[config.mk]
export PLATFORM = sky130hd
export DESIGN_NAME = mem_access
export DESIGN_NICKNAME = d
export VERILOG_FILES = /design/src/rtl/mem_access.sv
export SDC_FILE = /design/constraint.sdc
export NUM_CORES = 1
export LEC_CHECK = 0
export ABC_CLOCK_PERIOD_IN_PS = 10150
export CAP_MARGIN = 10
export CORE_MARGIN = 10
export CORE_UTILIZATION = 30
export CTS_CLUSTER_SIZE = 20
export DETAILED_ROUTE_END_ITERATION = 8
export SYNTH_ARGS = -nofsm -noshare
export SYNTH_HDL_FRONTEND = slang
export SYNTH_SLANG_ARGS = --single-unit
[constraint.sdc]
create_clock -name clk -period 10.15 [get_ports clk]
set_input_delay 3.045 -clock clk [delete_from_list [all_inputs] [get_ports clk]]
set_output_delay 3.045 -clock clk [all_outputs]
set_load 0.01 [all_outputs]
[src/rtl/mem_access.sv]
// MEM stage of the MIPS pipeline: data-memory request/ready handshake, stall, MEM/WB register, branch resolve.
// Optional bus timeout (sticky bus_err) is compiled in with `define MEM_TIMEOUT_EN.
module mem_access #(
    parameter int AW      = 32,
    parameter int TIMEOUT = 16
) (
    input  logic          clk,
    input  logic          rst_n,
    input  logic [31:0]   res,
    input  logic [31:0]   write_data_ex,
    input  logic [4:0]    write_register_ex,
    input  logic          zero,
    input  logic [2:0]    m_MEM,
    input  logic [1:0]    wb_MEM,
    output logic          dmem_req,
    output logic          dmem_we,
    output logic [AW-1:0] dmem_addr,
    output logic [31:0]   dmem_wdata,
    input  logic          dmem_ready,
    input  logic [31:0]   dmem_rdata,
    output logic          mem_stall,
    output logic          pc_src,
    output logic          align_err,
    output logic          bus_err,
    output logic [4:0]    rd_WB,
    output logic [1:0]    wb_WB,
    output logic [31:0]   read_data_wb,
    output logic [31:0]   res_wb,
    output logic [31:0]   write_data_reg
);

    typedef enum logic {
        S_IDLE,
        S_WAIT
    } state_t;

    // What the MEM/WB register loads this cycle.
    typedef enum logic [1:0] {
        WB_BUBBLE,
        WB_ALU,
        WB_MEM,
        WB_LAT
    } wb_sel_t;

    state_t  state, next_state;
    wb_sel_t wb_sel;

    logic          acc;
    logic          misaligned;
    logic          latch_req;
    logic          timeout_hit;

    logic [AW-1:0] lat_addr;
    logic          lat_we;
    logic [31:0]   lat_wdata;
    logic [4:0]    lat_rd;
    logic [1:0]    lat_wb;
    logic [31:0]   lat_res;

    assign acc        = m_MEM[1] | m_MEM[0];
    assign misaligned = acc & (res[1:0] != 2'b00);

    always_comb begin
        // NOTE: every output of this block gets a default first, so no path can infer a latch.
        next_state = state;
        wb_sel     = WB_BUBBLE;
        latch_req  = 1'b0;
        dmem_req   = 1'b0;
        dmem_we    = m_MEM[0];
        dmem_addr  = {res[AW-1:2], 2'b00};
        dmem_wdata = write_data_ex;
        mem_stall  = 1'b0;
        case (state)
            S_IDLE: begin
                if (acc && !misaligned) begin
                    dmem_req = 1'b1;
                    if (dmem_ready) begin
                        wb_sel = WB_MEM;
                    end else begin
                        mem_stall  = 1'b1;
                        latch_req  = 1'b1;
                        next_state = S_WAIT;
                    end
                end else if (!acc) begin
                    wb_sel = WB_ALU;
                end
            end
            S_WAIT: begin
                dmem_req   = 1'b1;
                dmem_we    = lat_we;
                dmem_addr  = lat_addr;
                dmem_wdata = lat_wdata;
                if (dmem_ready) begin
                    wb_sel     = WB_LAT;
                    next_state = S_IDLE;
                end else begin
                    // Stall holds through the abort cycle and drops once back in IDLE.
                    mem_stall = 1'b1;
                    if (timeout_hit) next_state = S_IDLE;
                end
            end
            default: next_state = S_IDLE;
        endcase
    end

    assign pc_src         = m_MEM[2] & zero & (state == S_IDLE);
    assign write_data_reg = wb_WB[0] ? read_data_wb : res_wb;

    always_ff @(posedge clk or negedge rst_n) begin
        // NOTE: sequential state uses non-blocking assignments so every flop samples pre-edge values.
        if (!rst_n) state <= S_IDLE;
        else        state <= next_state;
    end

    // NOTE: the latched request is only read in S_WAIT, which is always entered through a load of
    // these registers, so they carry no reset.
    always_ff @(posedge clk) begin
        if (latch_req) begin
            lat_addr  <= {res[AW-1:2], 2'b00};
            lat_we    <= m_MEM[0];
            lat_wdata <= write_data_ex;
            lat_rd    <= write_register_ex;
            lat_wb    <= wb_MEM;
            lat_res   <= res;
        end
    end

    always_ff @(posedge clk or negedge rst_n) begin
        if (!rst_n) begin
            rd_WB        <= '0;
            wb_WB        <= '0;
            read_data_wb <= '0;
            res_wb       <= '0;
            align_err    <= 1'b0;
        end else begin
            align_err <= (state == S_IDLE) & misaligned;
            case (wb_sel)
                WB_ALU: begin
                    rd_WB        <= write_register_ex;
                    wb_WB        <= wb_MEM;
                    res_wb       <= res;
                    read_data_wb <= '0;
                end
                WB_MEM: begin
                    rd_WB        <= write_register_ex;
                    wb_WB        <= wb_MEM;
                    res_wb       <= res;
                    read_data_wb <= m_MEM[0] ? 32'h0 : dmem_rdata;
                end
                WB_LAT: begin
                    rd_WB        <= lat_rd;
                    wb_WB        <= lat_wb;
                    res_wb       <= lat_res;
                    read_data_wb <= lat_we ? 32'h0 : dmem_rdata;
                end
                default: begin
                    // Bubble: no register write for a stalled, aborted or misaligned slot.
                    rd_WB <= '0;
                    wb_WB <= '0;
                end
            endcase
        end
    end

`ifdef MEM_TIMEOUT_EN
    localparam int CW = (TIMEOUT > 1) ? $clog2(TIMEOUT) : 1;

    logic [CW-1:0] wait_cnt;

    assign timeout_hit = (state == S_WAIT) && (wait_cnt == CW'(TIMEOUT - 1));

    always_ff @(posedge clk or negedge rst_n) begin
        if (!rst_n) begin
            wait_cnt <= '0;
            bus_err  <= 1'b0;
        end else begin
            if (latch_req)                      wait_cnt <= '0;
            else if (state == S_WAIT && !dmem_ready) wait_cnt <= wait_cnt + 1'b1;
            if (timeout_hit && !dmem_ready)     bus_err <= 1'b1;
        end
    end
`else
    assign timeout_hit = 1'b0;
    assign bus_err     = 1'b0;
`endif

endmodule

==> results <==
- The final route contains 4811 vias.
- Clock tree synthesis selected as its root buffer the cell clkbuf_16.
- The post-route setup TNS is 0 ns.
- After routing the design area is 0.0102 mm².
- In this run, CTS created clock tree buffers numbering 17.
- The number of antenna violations at the first check in global routing is 1.
- The design draws 1.83 mW.
- The kind of critical path is in -> out.
- The pin count of the biggest net entering global routing is 74.
- The number of remaining DRC errors is 0.
- Synthesis handed over a netlist of 476 instances.
- The count of input and output buffers is 279.
- The floorplan step defined a die boundary enclosing 0.0281 mm².
- After synthesis the netlist holds a flip-flop and latch count of 145.
- The number of DRC violations after detailed-routing iteration 0 is 172.
- The final hold slack is 0.489 ns.
- The clock tree synthesis step divided the H-tree into 4 levels.
- The switching fraction of total power is 0.267.
- The min-delay analysis places its worst path in the category reg -> reg.
- The final core area utilization is 0.479.
- STA classifies the critical path endpoint as an output port.
- The synthesized area per cell is 13.7 µm².
- The synthesis warning total is 0.
- After synthesis, the cell types taking the most area are edfxtp_1, dfrtp_1, mux2_2.
- The prevailing post-synth register cell is dfrtp_1.
- The max-slew violation count is 0.
- The layout overhead on the synthesized area is 55.3%.
- After synthesis, the netlist uses 23 different library cells.
- The number of flops mapped to enable cells by yosys is 72.
- At the later pin of the worst-skew pair, clock insertion delay measures 0.42 ns.
- The initial cell density of the core is 0.308.
- The final weighted congestion of routability-driven global placement is 0.752.
- The post-layout minimum cycle time is 7.70 ns.
- The share of total power dissipated in sequential elements is 0.394.
- The first-pass GRT wire length is 32300 µm.
- The actual transition at the worst max-transition pin is 0.999 ns.
- Counting instances in the post-synthesis netlist gives the leading cell types as mux2_2, dfrtp_1, edfxtp_1.
- Max-cap violations in this run came to 0.
- Of the total synthesized cell area, the portion taken by full adders, half adders and majority gates is 0.00382.
- The die outline width is 168 µm.
- In this run the cell area of the synthesized design comes to 0.00654 mm².
- Among all cell types in the netlist, the one instantiated most often is mux2_2.
- The maximum buffer depth of the clock tree is 2.
- The final period utilization is 0.758.
- The die is 168 µm tall.
- Setup violations remaining at the end of the flow were counted as 0.
- The total global routing track utilization is 0.145.
- The portion of synthesized cell area occupied by the leading cell type is 0.330.
- The worst setup path is launched from an input pin.
- Hold repair after CTS inserted 0 buffers.
- The routed wirelength normalized by instance count is 19.9 µm.
- The main combinational cell family by area after synthesis is multiplexers.
- The antenna violation net count after detailed routing is 0.
- On the final layout, the worst clock skew is 0.0111 ns.
- The highest ir drop seen on vdd is 0.107 mV.
- The register-to-register setup slack is 6.63 ns.
- The analysis attributes to cell leakage a power of 3.92 nW.
- The sequential-to-total area share from yosys stat is 0.610.
- The library cell with the largest summed area after synthesis is edfxtp_1.
- The internal power of the cells totals 1.34 mW.
- For the worst setup path, the data arrival time is 4.65 ns.
- The clock slew seen by the registers of the worst setup and hold paths is 0.06 ns.
- The cell area power density is 180 mW/mm².
- The number of hold-slack violations in the final timing report was 0.
- Derived from the worst setup path, the maximum achievable clock frequency is 0.130 GHz.
- The aggregate routed wire length is 20700 µm.
- The switching power total is 489 µW.
- The total global routing overflow is 0.
- The count of TritonRoute iterations in the first routing pass is 4.
- The number of global-route vias before repair is 5326.
- The placed instances occupy a cell area of 0.00956 mm².
- The share of layout cells above drive strength 1 is 0.177.
- Of the total synthesized cell area, the portion taken by AND, OR, NAND and NOR gates is 0.0579.
- The maximum fanout count along the critical path is 4.
- The data required time at the worst endpoint is 7.11 ns.
- The detailed placer's ending HPWL is 14900 µm.
- The post-CTS setup repair buffer count is 0.
- The post-synthesis compound-gate area fraction is 0.0358.
- The share of flip-flops with an asynchronous set or reset is 0.503.
- The CTS tree is built.
- The core area is 0.0212 mm².
- The number of top-level pins is 283.
- Counting every sink on the clock net gives 145.
- The multiplexer share of the synthesized area is 0.260.
- Setup repair after global routing left no endpoint under its margin.
- The floorplan has 53 rows.
- The run finished with clean final reports.
- In the final design database the tool counted 860 nets.
- The clock share of power is 0.353.
- The xor-xnor portion of the synthesized cell area is 0.
- After detailed routing, the number of vias per cell comes to 4.64.
- The fill cell total of the finished layout is 1919.
- The worst max-slew margin expressed relative to the limit is 0.334.
- Of the total power, combinational logic draws 0.253.
- Post-CTS repair changed the size of 0 cells.
state kept, by name, summed over array words and instances, names as in the netlist:
register and flops:
read_data_wb 32, state 1, lat_we 1, lat_wdata 32, lat_rd 5, wb_WB 2, lat_wb 2, align_err 1
lat_res 32, res_wb 32, rd_WB 5
per-stage QoR:
stage | setup WS (ns) | instances
finish | 2.45 | 1037
global route | 2.36 | 1037
CTS | 2.46 | 1036
detailed placement | 2.46 | 1004
global placement | 2.47 | 1004
floorplan | 2.45 | 478
logic make-up after synthesis:
group | Yosys count
muxes | 158
AOI/OAI and AO/OA | 42
and+or+nand+nor | 92
buffers and inverters | 36
adders and majority gates | 2
DFF | 145
other | 1
final timing paths:
check	cells after the start	to	startpoint
min in group asynchronous	1	res_wb[13]	rst_n
worst min register to register	2	rd_WB[4]	lat_rd[4]
worst max register to register	7	read_data_wb[4]	state
worst min-delay path	2	rd_WB[4]	lat_rd[4]
worst max-delay path	5	mem_stall	m_MEM[0]
max in group asynchronous	1	state	rst_n
cells in the final DEF, fill, tap and decap left out, types with 3 or more instances in the layout:
cell type	n
mux2_2	92
o21ai_0	33
inv_6	4
nor2b_1	8
conb_1	3
a21oi_1	7
nor2_1	44
buf_4	7
nand2_1	35
dfrtp_1	71
clkdlybuf4s50_1	278
clkbuf_16	17
mux2i_1	64
bufinv_16	3
edfxtp_1	72
worst max-delay path, cell delays in order:
cell	delay (ns)
clkdlybuf4s50_1	0.45
or2_2	0.33
a21o_1	0.19
nor2b_1	0.14
clkdlybuf4s50_1	0.49
routing by layer:
layer	wire length [µm]	part of all wire	up-vias	GRT usage
li1	-	-	2257	-
met1	8550	0.41	2349	0.162
met2	10000	0.49	186	0.243
met3	1810	0.087	19	0.0651
met4	279	0.014	0	0.0428
met5	0	0	-	0
final cells by class:
| type | instances | area, µm² | share of cell area |
|---|---|---|---|
| antenna | 1 | 2.50 | 0.000246 |
| tap | 275 | 344 | 0.0339 |
| clock buffer | 20 | 447 | 0.0440 |
| multi-input combinational | 297 | 2380 | 0.234 |
| timing repair buffer | 285 | 2840 | 0.279 |
| sequential | 145 | 3990 | 0.393 |
| inverter | 2 | 7.51 | 0.000739 |
| clock inverter | 12 | 154 | 0.0151 |
power groups by stage:
stage	combinational (mW)	sequential [mW]	clock, mW
6_report	0.462	0.721	0.647
5_1_grt	0.499	0.731	0.691
4_1_cts	0.474	0.722	0.665
3_5_place_dp	0.472	0.733	0
3_3_place_gp	0.468	0.729	0
2_1_floorplan	0.173	0.739	0
Power figures use the tool's default switching activity.
